===== src/rtl/polyphase_merge_if.sv =====
// polyphase_merge_if: even/odd input lanes and merged output handshake bundle
interface polyphase_merge_if #(
   parameter int DATA_WIDTH = 16,
   parameter int FIFO_DEPTH = 4
);
   localparam int LW = $clog2(FIFO_DEPTH) + 1;
   logic                  even_valid;
   logic                  even_ready;
   logic [DATA_WIDTH-1:0] even_data;
   logic                  odd_valid;
   logic                  odd_ready;
   logic [DATA_WIDTH-1:0] odd_data;
   logic                  y_valid;
   logic                  y_ready;
   logic [DATA_WIDTH-1:0] y_data;
   logic                  y_phase;
   logic [LW-1:0]         even_level;
   logic [LW-1:0]         odd_level;
   modport slave (
      input  even_valid, even_data, odd_valid, odd_data, y_ready,
      output even_ready, odd_ready, y_valid, y_data, y_phase, even_level, odd_level
   );
   modport master (
      output even_valid, even_data, odd_valid, odd_data, y_ready,
      input  even_ready, odd_ready, y_valid, y_data, y_phase, even_level, odd_level
   );
endinterface


===== src/rtl/polyphase_merge.sv =====
// polyphase_merge: interleaves even/odd phase lanes into one full-rate stream
module polyphase_merge #(
   parameter int DATA_WIDTH = 16,
   parameter int FIFO_DEPTH = 4
) (
   input logic              clk,
   input logic              rst,
   input logic              restart,
   polyphase_merge_if.slave bus
);
   localparam int AW = $clog2(FIFO_DEPTH);
   localparam int LW = AW + 1;
   logic [DATA_WIDTH-1:0] mem [2][FIFO_DEPTH];
   logic [AW-1:0]         wr_ptr [2];
   logic [AW-1:0]         rd_ptr [2];
   logic [LW-1:0]         level [2];
   logic [DATA_WIDTH-1:0] din [2];
   logic [1:0]            in_valid, in_ready, push, pop;
   logic                  nxt, load, y_valid, y_phase;
   logic [DATA_WIDTH-1:0] y_data;
   always_comb begin
      in_valid = {bus.odd_valid, bus.even_valid};
      din[0] = bus.even_data;
      din[1] = bus.odd_data;
      for (int i = 0; i < 2; i++) in_ready[i] = level[i] != LW'(FIFO_DEPTH) && !restart && !rst;
      push = in_valid & in_ready;
      load = (!y_valid || bus.y_ready) && level[nxt] != '0;
      pop = load ? (nxt ? 2'b10 : 2'b01) : 2'b00;
   end
   always_ff @(posedge clk)
      for (int i = 0; i < 2; i++) if (push[i]) mem[i][wr_ptr[i]] <= din[i];
   // the phase pointer only advances on a load, so a missing phase stalls the stream
   always_ff @(posedge clk or posedge rst)
      if (rst) begin
         for (int i = 0; i < 2; i++) begin
            wr_ptr[i] <= '0;
            rd_ptr[i] <= '0;
            level[i] <= '0;
         end
         nxt <= 1'b0;
         y_valid <= 1'b0;
         y_data <= '0;
         y_phase <= 1'b0;
      end else if (restart) begin
         for (int i = 0; i < 2; i++) begin
            wr_ptr[i] <= '0;
            rd_ptr[i] <= '0;
            level[i] <= '0;
         end
         nxt <= 1'b0;
         y_valid <= 1'b0;
         y_data <= '0;
         y_phase <= 1'b0;
      end else begin
         for (int i = 0; i < 2; i++) begin
            wr_ptr[i] <= wr_ptr[i] + AW'(push[i]);
            rd_ptr[i] <= rd_ptr[i] + AW'(pop[i]);
            level[i] <= level[i] + LW'(push[i]) - LW'(pop[i]);
         end
         if (load) begin
            y_data <= mem[nxt][rd_ptr[nxt]];
            y_phase <= nxt;
            nxt <= !nxt;
            y_valid <= 1'b1;
         end else if (bus.y_ready) y_valid <= 1'b0;
      end
   assign bus.even_ready = in_ready[0];
   assign bus.odd_ready = in_ready[1];
   assign bus.even_level = level[0];
   assign bus.odd_level = level[1];
   assign bus.y_valid = y_valid;
   assign bus.y_data = y_data;
   assign bus.y_phase = y_phase;
endmodule


===== src/flat_wrapper.sv =====
// flat-port wrapper written by rule: the top's interface ports become plain ports
module polyphase_merge_flat 
#(
   parameter int DATA_WIDTH = 16,
   parameter int FIFO_DEPTH = 4
)
  (clk, rst, restart, bus_even_valid, bus_even_data, bus_odd_valid, bus_odd_data, bus_y_ready, bus_even_ready, bus_odd_ready, bus_y_valid, bus_y_data, bus_y_phase, bus_even_level, bus_odd_level);
  polyphase_merge_if #(.DATA_WIDTH(DATA_WIDTH), .FIFO_DEPTH(FIFO_DEPTH)) bus_i ();
  input logic clk;
  input logic rst;
  input logic restart;
  input wire logic [$bits(bus_i.even_valid)-1:0] bus_even_valid;
  input wire logic [$bits(bus_i.even_data)-1:0] bus_even_data;
  input wire logic [$bits(bus_i.odd_valid)-1:0] bus_odd_valid;
  input wire logic [$bits(bus_i.odd_data)-1:0] bus_odd_data;
  input wire logic [$bits(bus_i.y_ready)-1:0] bus_y_ready;
  output wire logic [$bits(bus_i.even_ready)-1:0] bus_even_ready;
  output wire logic [$bits(bus_i.odd_ready)-1:0] bus_odd_ready;
  output wire logic [$bits(bus_i.y_valid)-1:0] bus_y_valid;
  output wire logic [$bits(bus_i.y_data)-1:0] bus_y_data;
  output wire logic [$bits(bus_i.y_phase)-1:0] bus_y_phase;
  output wire logic [$bits(bus_i.even_level)-1:0] bus_even_level;
  output wire logic [$bits(bus_i.odd_level)-1:0] bus_odd_level;
  assign bus_i.even_valid = bus_even_valid;
  assign bus_i.even_data = bus_even_data;
  assign bus_i.odd_valid = bus_odd_valid;
  assign bus_i.odd_data = bus_odd_data;
  assign bus_i.y_ready = bus_y_ready;
  assign bus_even_ready = bus_i.even_ready;
  assign bus_odd_ready = bus_i.odd_ready;
  assign bus_y_valid = bus_i.y_valid;
  assign bus_y_data = bus_i.y_data;
  assign bus_y_phase = bus_i.y_phase;
  assign bus_even_level = bus_i.even_level;
  assign bus_odd_level = bus_i.odd_level;
  polyphase_merge #(.DATA_WIDTH(DATA_WIDTH), .FIFO_DEPTH(FIFO_DEPTH)) u_core (.clk(clk), .rst(rst), .restart(restart), .bus(bus_i));
endmodule

===== config.mk =====
export PLATFORM = sky130hd
export DESIGN_NAME = polyphase_merge_flat
export DESIGN_NICKNAME = d
export VERILOG_FILES = /design/src/rtl/polyphase_merge_if.sv /design/src/rtl/polyphase_merge.sv /design/src/flat_wrapper.sv
export SDC_FILE = /design/constraint.sdc
export NUM_CORES = 1
export LEC_CHECK = 0
export ABC_AREA = 0
export CAP_MARGIN = 30
export CORE_ASPECT_RATIO = 0.6
export CORE_MARGIN = 10
export CORE_UTILIZATION = 40
export DETAILED_ROUTE_END_ITERATION = 8
export GPL_ROUTABILITY_DRIVEN = 0
export PLACE_DENSITY = 0.57
export SLEW_MARGIN = 20
export SYNTH_ARGS = -nofsm -noshare
export SYNTH_HDL_FRONTEND = slang
export SYNTH_SLANG_ARGS = --single-unit

===== constraint.sdc =====
create_clock -name clk -period 7.3 [get_ports clk]
set_clock_uncertainty 0.1 [all_clocks]
set_input_delay 1.095 -clock clk [delete_from_list [all_inputs] [get_ports clk]]
set_output_delay 1.095 -clock clk [all_outputs]
set_load 0.03 [all_outputs]

==> flow_summary_export.csv, run 1 <==
group,metric,value,unit
logic_synthesis,synth_seq_cells,161,
floorplan,dieArea,21800,um2
cells_and_area,nets,506,
grt,antenna_found_initial,0,
power_and_ir_drop,swShare,33.1,%
cells_and_area,final_area,7940,um2
logic_synthesis,postSynth.asyncResetShare,20.5,%
drt,vias,3583,
grt,grt_pass1_wl,22700,um
power_and_ir_drop,combPwrFrac,30.4,%
grt,grt_use_total,14.0,%
drt,drc,0,
worst_setup_path,reg2reg_depth,5,
clocking,numCtsBuffers,17,
worst_setup_path,crit_path_end,"bus_even_ready",
worst_setup_path,crit_fanout,35,
clocking,clk_pin_slew_worst_paths,60,ps
power_and_ir_drop,p_leak,2.80,nW
job,cap_violations,0,
logic_synthesis,synthDistinctLibCells,36,
worst_setup_path,r2r_end,"u_core.bus.y_data[9]",
timing,slew_viol_final,0,
timing,finalSetupTns,0,ps
place,io_buffers,63,
power_and_ir_drop,net-switching-power,0.956,mW
clocking,postCtsHoldBufs,0,
logic_synthesis,ys.warnings.count,0,
logic_synthesis,synth_nets,433,
power_and_ir_drop,power-per-cell-area,363,nW/um2
drt,drtAntennaViolNets,0,
cells_and_area,fill_cells,1291,
floorplan,coreArea,15600,um2
worst_setup_path,crit-reg2reg-launch,"u_core.rd_ptr[0]",
logic_synthesis,syn_area_per_cell,16.8,um2
clocking,postCtsResizedCells,0,
logic_synthesis,post-synth-top-count-cell,"edfxtp_1",
timing,slew_headroom,39.4,%
timing,timing.fmax,247,MHz
place,place_ws,3250,ps
logic_synthesis,synth_top_area_share,59.6,%
run_status,outcome,"complete, no violations",
drt,firstDrtPassIters,4,
logic_synthesis,synth_flop_cell,"edfxtp_1",
worst_setup_path,cp-start-kind,"input port",
logic_synthesis,netlist_instances,385,
cells_and_area,areaGrowthSynthToFinish,23.1,%
logic_synthesis,synth_area_leaders,"edfxtp_1 60%, dfrtp_1 13%, mux2i_1 4.3%",
clocking,clockRootBuffer,"clkbuf_16",
power_and_ir_drop,pwr-share-seq,39.2,%
worst_setup_path,crit_type,"input port to output port",
drt,via_per_inst,5.32,
worst_setup_path,cp-end-kind,"output port",
place,placed_cells,642,
worst_setup_path,crit_path_top_delay_cell,"clkdlybuf4s50_1",
timing,rsz0062_at_grt,"false",
grt,grt-ovfl-total,0,
worst_setup_path,critPathMaxStageDelay,750,ps
clocking,htreeDepth,4,
floorplan,start_util,41.4,%
power_and_ir_drop,clockPowerShare,30.4,%
timing,finalHoldViolCount,0,
floorplan,ios,64,
cells_and_area,final_cells,674,
worst_setup_path,required,6110,ps
drt,wire_per_inst,22.3,um
worst_setup_path,crit_start,"restart",
clocking,cts_tree,"yes",
timing,setup_viol,0,
logic_synthesis,ys_seq_area_share,72.4,%
worst_setup_path,crit_path_frequent_cell,"clkdlybuf4s50_1",
drt,drt_wl_total,15000,um
logic_synthesis,yosys.area.top_type,"edfxtp_1",
cells_and_area,antenna_cells,0,
floorplan,die_x,184,um
floorplan,fp-row-count,35,
logic_synthesis,synth_commonest_cells,"128 x edfxtp_1, 33 x dfrtp_1, 28 x mux2i_1",
worst_setup_path,r2r_slack,4230,ps
worst_setup_path,crit_arrival,2850,ps
logic_synthesis,synth-edff-count,128,
cells_and_area,seq_area,4670,um2
cells_and_area,final_util,51.0,%
worst_setup_path,crit_path_cell_trace,"clkdlybuf4s50_1 > buf_4 > a211oi_1 > clkdlybuf4s50_1",
floorplan,dieHeight,118,um
timing,worstMarginPinSlew,908,ps
clocking,cts_num_sinks,161,
timing,period_needed,4050,ps
hold_path,hold_path.class,"flop to flop",
place,placed_cell_area,7360,um2
timing,worst_slack,3250,ps
clocking,post_cts_buffers,0,
power_and_ir_drop,ir_worst_vdd,0.000150,V
drt,drtIter0Drc,291,
clocking,insertion_delay,420,ps
cells_and_area,multi_input_area,1640,um2
cells_and_area,layout-drive-gt1-share,15.9,%
power_and_ir_drop,internal_power,1.93,mW
grt,grt_max_degree,41,
place,dp_hpwl,9860,um
grt,grt_pass1_vias,3664,
logic_synthesis,netlist_area,6450,um2
timing,period_share,55.4,%
clocking,cts_buffer_depth,2,
[final cells by class]
type	count	area share [%]
Clock buffer	17	5.36
Clock inverter	15	2.00
Inverter	13	0.614
Multi-Input combinational cell	187	20.6
Sequential cell	161	58.8
Tap cell	203	3.20
Timing Repair Buffer	78	9.45
[cell usage in the layout, fill, tap and decap left out, drive strengths merged, types with 3 or more instances in the layout]
cell type | synthesis | routed
nand2b | 5 | 5
a221oi | 11 | 11
a211oi | 14 | 14
clkinvlp | 0 | 3
dfrtp | 33 | 33
ha | 8 | 8
nor2 | 25 | 25
clkbuf | 9 | 17
a22o | 22 | 22
mux4 | 6 | 6
mux2i | 29 | 29
and3 | 3 | 3
edfxtp | 128 | 128
xnor2 | 8 | 8
nor2b | 9 | 9
nor3b | 4 | 4
clkinv | 0 | 7
nand2 | 4 | 4
o22ai | 15 | 15
inv | 13 | 16
buf | 15 | 15
nor3 | 5 | 5
clkdlybuf4s50 | 0 | 63
a311oi | 3 | 3
[worst min path at each step]
| stage | from | endpoint | slack, ps | cells past startpoint |
|---|---|---|---|---|
| floorplan | u_core.wr_ptr[1] | u_core.wr_ptr[1] | 460 | 2 |
| global placement | u_core.bus.y_phase | u_core.bus.y_phase | 430 | 2 |
| detailed placement | u_core.bus.y_phase | u_core.bus.y_phase | 430 | 2 |
| CTS | u_core.bus.y_phase | u_core.bus.y_phase | 440 | 2 |
| global route | u_core.bus.y_phase | u_core.bus.y_phase | 470 | 2 |
| finish | u_core.bus.y_phase | u_core.bus.y_phase | 440 | 2 |
[worst max-delay path: cells and delay by family]
| family | cells | cell delay, ps |
|---|---|---|
| AO/OA/AOI/OAI | 1 | 330 |
| buffers and inverters | 3 | 1420 |
[metal layers]
metal / track usage, % / up-vias / part of all wire, %
met5: 0 / - / 0
met4: 4.13 / 0 / 0.88
met3: 5.63 / 11 / 8.5
met2: 18.3 / 135 / 40
met1: 20.6 / 1787 / 50
li1: - / 1650 / -
[metrics by stage]
stage / total power [mW] / hold slack, ps
final: 2.89 / 439
after floorplan: 1.76 / 457
after global routing: 3.04 / 471
after global placement: 2.02 / 431
after CTS: 2.91 / 442
after detailed placement: 2.03 / 430
[flip-flops by register name, summed over array words and instances (netlist names)]
name	flops
u_core.bus.even_level	3
u_core.bus.odd_level	3
u_core.bus.y_data	16
u_core.bus.y_phase	1
u_core.bus.y_valid	1
u_core.mem	128
u_core.nxt	1
u_core.rd_ptr	4
u_core.wr_ptr	4
[logic make-up after synthesis]
kind of cell / Yosys count / share of synthesized area, %
multiplexers: 35 / 6.79
buffers and inverters: 37 / 2.73
adder cells (fa/ha/maj): 10 / 2.17
XOR/XNOR: 9 / 1.22
AO/OA/AOI/OAI: 72 / 9.83
AND/OR/NAND/NOR: 61 / 4.89
flip-flops: 161 / 72.4
[power by group through the flow]
stage | clock, mW | sequential, mW | combinational, mW
2_1_floorplan | 0 | 1.22 | 0.540
3_3_place_gp | 0 | 1.15 | 0.865
3_5_place_dp | 0 | 1.15 | 0.877
4_1_cts | 0.894 | 1.13 | 0.885
5_1_grt | 0.941 | 1.14 | 0.954
6_report | 0.878 | 1.13 | 0.879
No activity file was read; power rests on OpenSTA's default activity.
==> inputs of run 2 (changes only) <==
==> constraint.sdc (replaced) <==
create_clock -name clk -period 3.9 [get_ports clk]
set_clock_uncertainty 0.1 [all_clocks]
set_input_delay 0.585 -clock clk [delete_from_list [all_inputs] [get_ports clk]]
set_output_delay 0.585 -clock clk [all_outputs]
set_load 0.03 [all_outputs]
==> run 2 against run 1 <==
  * Sequential power up 86%
  * Die area unchanged
  * Via count up 0.45%
  * Final area up 0.19%
  * Worst setup slack worse by 2300 ps
  * Total power up 84%
  * Sequential cell count unchanged
  * Largest power group unchanged
  * First-iteration DRC count down 13%
  * Routed wire length down 0.34%
  * Critical path depth down 1
==> flow_summary_export.csv, run 2 (synthesized netlist as in run 1, its figures left out) <==
group,metric,value,unit
drt,drt_wl_total,15000,um
cells_and_area,multi_input_area,1640,um2
worst_setup_path,crit_type,"input port to output port",
timing,worstMarginPinSlew,849,ps
cells_and_area,seq_area,4670,um2
power_and_ir_drop,p_leak,2.82,nW
worst_setup_path,crit_path_frequent_cell,"clkdlybuf4s50_1",
floorplan,start_util,41.4,%
clocking,insertion_delay,410,ps
timing,period_share,75.3,%
drt,vias,3599,
worst_setup_path,crit_fanout,7,
worst_setup_path,crit_path_cell_trace,"clkdlybuf4s50_1 > a311oi_1 > clkdlybuf4s50_1",
cells_and_area,nets,513,
clocking,htreeDepth,4,
worst_setup_path,cpLargestDelayFamily,"buffers and inverters",
cells_and_area,areaGrowthSynthToFinish,23.3,%
clocking,cts_buffer_depth,2,
timing,finalHoldViolCount,0,
job,cap_violations,0,
clocking,clockRootBuffer,"clkbuf_16",
grt,grt_max_degree,37,
grt,grt_pass1_wl,22400,um
floorplan,fp-row-count,35,
drt,via_per_inst,5.28,
cells_and_area,final_cells,681,
run_status,outcome,"complete, no violations",
cells_and_area,fill_cells,1313,
timing,finalSetupTns,0,ps
timing,period_needed,2940,ps
floorplan,dieHeight,118,um
clocking,clk_pin_slew_worst_paths,60,ps
floorplan,coreArea,15600,um2
grt,grt_pass1_vias,3603,
timing,slew_headroom,43.4,%
floorplan,ios,64,
clocking,postCtsResizedCells,0,
power_and_ir_drop,power-per-cell-area,668,nW/um2
grt,grt_use_total,13.7,%
worst_setup_path,cp-start-kind,"input port",
worst_setup_path,required,3210,ps
timing,timing.fmax,340,MHz
drt,wire_per_inst,22.0,um
hold_path,hold_path.class,"flop to flop",
timing,rsz0062_at_grt,"false",
worst_setup_path,critPathMaxStageDelay,770,ps
cells_and_area,layout_common_cells,"128 x edfxtp_1, 62 x clkdlybuf4s50_1, 33 x dfrtp_1",
power_and_ir_drop,ir_worst_vdd,0.000298,V
cells_and_area,antenna_cells,0,
drt,drtIter0Drc,254,
worst_setup_path,crit_arrival,2250,ps
grt,antenna_found_initial,0,
drt,drtAntennaViolNets,0,
floorplan,dieArea,21800,um2
clocking,post_cts_buffers,0,
cells_and_area,layout-drive-gt1-share,16.3,%
drt,drc,0,
place,placed_cells,649,
place,dp_hpwl,10300,um
worst_setup_path,crit_path_top_delay_cell,"clkdlybuf4s50_1",
timing,fin_hold_ws,467,ps
clocking,cts_tree,"yes",
floorplan,die_x,184,um
cells_and_area,mostFrequentLayoutCell,"edfxtp_1",
grt,grt-ovfl-total,0,
timing,setup_viol,0,
drt,firstDrtPassIters,5,
worst_setup_path,cp-end-kind,"output port",
timing,slew_viol_final,0,
place,io_buffers,63,
clocking,numCtsBuffers,17,
cells_and_area,largest_register_ffs,128,
clocking,postCtsHoldBufs,0,
worst_setup_path,cp.buffers_inverters,2,
clocking,cts_num_sinks,161,
run 2: changes by cell type in the layout (fill, tap and decap cells not counted), sizes merged:
cell,previous run,this run
buf,15,23
clkbuf,17,19
clkinv,7,9
inv,16,14
bufinv,2,1
clkdlybuf4s50,63,62
clkinvlp,3,2
run 2: worst register-to-register path, stage by stage (launching register included):
cell and delay, ps:
dfrtp_1 420, or4b_1 580, nand3_1 270, inv_1 110, ha_1 290, inv_1 60
ha_1 230, fa_1 390, xnor2_1 170, nor2_1 50
run 2: final timing paths:
kind	start	endpoint	slack, ps	depth (start not counted)
min in group asynchronous	rst	u_core.bus.y_data[14]	580	3
worst min register to register	u_core.bus.y_data[4]	u_core.bus.y_data[4]	470	2
max in group asynchronous	rst	u_core.wr_ptr[1]	2820	3
worst max-delay path	restart	bus_odd_ready	960	3
worst min-delay path	u_core.bus.y_data[4]	u_core.bus.y_data[4]	470	2
worst max register to register	u_core.bus.odd_level[1]	u_core.bus.odd_level[2]	1110	9
run 2: power by group:
part / total [mW] / internal [mW] / switching (mW)
clock: 1.53 / 0.876 / 0.651
combinational: 1.68 / 0.686 / 0.998
sequential: 2.10 / 2.00 / 0.109
run 2: layout make-up:
type,instances,share of cell area [%]
well taps,203,3.19
multi-input cells,187,20.6
clock inverters,13,1.43
inverters,13,0.613
flip-flops and latches,161,58.7
repair buffers,85,10.1
clock buffers,19,5.44
run 2: layer usage:
metal | GRT usage, % | routed length, um
met5 | 0 | 0
met3 | 3.58 | 783
met1 | 21.3 | 7990
met2 | 17.9 | 6140
met4 | 3.82 | 59
run 2: metrics by stage:
step	setup WS, ps	cell area, um2	power [mW]	util (%)
3_3_place_gp	897	7410	3.81	47.5
3_5_place_dp	824	7410	3.83	47.5
5_1_grt	901	7960	5.57	51.1
4_1_cts	975	7960	5.36	51.1
6_report	961	7960	5.32	51.1
2_1_floorplan	249	6450	3.29	-
==> inputs of run 3 (changes only) <==
==> constraint.sdc (replaced) <==
create_clock -name clk -period 3 [get_ports clk]
set_clock_uncertainty 0.1 [all_clocks]
set_input_delay 0.45 -clock clk [delete_from_list [all_inputs] [get_ports clk]]
set_output_delay 0.45 -clock clk [all_outputs]
set_load 0.03 [all_outputs]
==> run 3 against run 2 <==
  * Sequential cell count unchanged
  * Clock power increased by 47%
  * Critical path depth increased by 8
  * Count of clock-buffer cells in the layout decreased by 1
  * Combinational power increased by 25%
  * Routed wire length decreased by 1.8%
  * Largest power group unchanged
==> flow_summary_export.csv, run 3 (synthesized netlist as in run 1, its figures left out) <==
group,metric,value,unit
run_status,outcome,"complete, no violations",
worst_setup_path,crit-reg2reg-launch,"u_core.bus.even_level[2]",
clocking,insertion_delay,420,ps
clocking,postCtsHoldBufs,0,
timing,worst_slack,335,ps
worst_setup_path,crit_path_cell_trace,"or4_4 > nand3b_1 > inv_1 > ha_1 > inv_1 > ha_1 > inv_1 > fa_1 > xor2_1 > xnor2_1 > nor2_1",
cells_and_area,layout_common_cells,"128 x edfxtp_1, 62 x clkdlybuf4s50_1, 33 x dfrtp_1",
timing,setup_viol,0,
grt,grt_pass1_vias,3723,
worst_setup_path,required,3190,ps
place,io_buffers,63,
cells_and_area,final_cells,680,
worst_setup_path,crit_arrival,2850,ps
power_and_ir_drop,power-per-cell-area,887,nW/um2
job,cap_violations,0,
drt,via_per_inst,5.24,
cells_and_area,areaGrowthSynthToFinish,24.5,%
cells_and_area,final_area,8040,um2
floorplan,coreArea,15600,um2
floorplan,die_x,184,um
clocking,postCtsResizedCells,0,
worst_setup_path,reg2reg_depth,11,
cells_and_area,antenna_cells,0,
drt,firstDrtPassIters,4,
worst_setup_path,cp-end-kind,"flop",
power_and_ir_drop,p_leak,2.86,nW
worst_setup_path,crit_fanout,4,
floorplan,fp-row-count,35,
worst_setup_path,cpLargestDelayFamily,"adder cells",
timing,finalHoldViolCount,0,
clocking,htreeDepth,4,
timing,timing.fmax,375,MHz
floorplan,dieHeight,118,um
grt,grt_max_degree,39,
cells_and_area,final_util,51.5,%
floorplan,dieArea,21800,um2
hold_path,hold_path.class,"input port to async pin",
clocking,cts_buffer_depth,2,
clocking,numCtsBuffers,17,
clocking,cts_tree,"yes",
drt,drtIter0Drc,291,
floorplan,start_util,41.4,%
grt,grt_use_total,14.0,%
worst_setup_path,r2r_end,"u_core.bus.even_level[2]",
cells_and_area,fill_cells,1288,
place,placed_cells,648,
worst_setup_path,cp.buffers_inverters,3,
timing,worstMarginPinSlew,857,ps
cells_and_area,nets,512,
drt,drtAntennaViolNets,0,
timing,slew_viol_final,0,
worst_setup_path,r2r_slack,330,ps
clocking,cts_num_sinks,161,
timing,slew_headroom,42.9,%
worst_setup_path,critPathMaxStageDelay,570,ps
cells_and_area,largest_register_ffs,128,
worst_setup_path,crit_path_frequent_cell,"inv_1",
floorplan,ios,64,
worst_setup_path,crit_path_top_delay_cell,"or4_4",
clocking,clockRootBuffer,"clkbuf_16",
power_and_ir_drop,power,7.12,mW
drt,wire_per_inst,21.6,um
drt,drt_wl_total,14700,um
worst_setup_path,cp-start-kind,"flop",
timing,rsz0062_at_grt,"false",
grt,grt-ovfl-total,0,
timing,period_share,88.8,%
cells_and_area,mostFrequentLayoutCell,"edfxtp_1",
clocking,clk_pin_slew_worst_paths,70,ps
worst_setup_path,crit_type,"flop to flop",
place,placed_cell_area,7420,um2
timing,fin_hold_ws,412,ps
cells_and_area,layout-drive-gt1-share,17.2,%
clocking,post_cts_buffers,0,
timing,finalSetupTns,0,ps
power_and_ir_drop,ir_worst_vdd,0.000382,V
place,dp_hpwl,9350,um
grt,grt_pass1_wl,22800,um
timing,period_needed,2670,ps
drt,drc,0,
grt,antenna_found_initial,0,
place,place_ws,282,ps
drt,vias,3561,
==> run 3: changes by cell type in the layout (fill, tap and decap cells not counted), sizes merged <==
cell	delta
clkinv	-1
clkinvlp	-1
clkbuf	-1
buf	-1
bufinv	+3
==> run 3: worst max-delay path by stage <==
stage,from,end,slack [ps],depth (start not counted)
after floorplan,u_core.bus.odd_level[1],u_core.mem[1][16],260,4
after global placement,bus_y_ready,u_core.bus.even_level[2],330,12
after detailed placement,bus_y_ready,u_core.bus.even_level[2],280,12
after CTS,u_core.bus.even_level[2],u_core.bus.even_level[2],320,11
after global routing,u_core.bus.even_level[2],u_core.bus.even_level[2],190,11
final,u_core.bus.even_level[2],u_core.bus.even_level[2],330,11
==> run 3: power breakdown <==
| group | internal, mW | switching (mW) | total [mW] |
|---|---|---|---|
| sequential | 2.59 | 0.176 | 2.77 |
| clock | 1.39 | 0.859 | 2.25 |
| combinational | 0.908 | 1.20 | 2.10 |
==> run 3: routing by layer <==
layer / up-vias / global-route usage, % / routed length (um)
met1: 1789 / 19.8 / 7120
met4: 0 / 4.79 / 127
met5: - / 0 / 0
met3: 10 / 3.43 / 902
li1: 1653 / - / -
met2: 109 / 20.4 / 6560
==> run 3: final cells by class <==
class | count | area [um2] | area share, %
Clock buffer | 18 | 429 | 5.34
Timing Repair Buffer | 84 | 796 | 9.90
Clock inverter | 14 | 190 | 2.37
Sequential cell | 161 | 4670 | 58.1
Inverter | 13 | 48.8 | 0.607
Multi-Input combinational cell | 187 | 1650 | 20.5
Tap cell | 203 | 254 | 3.16
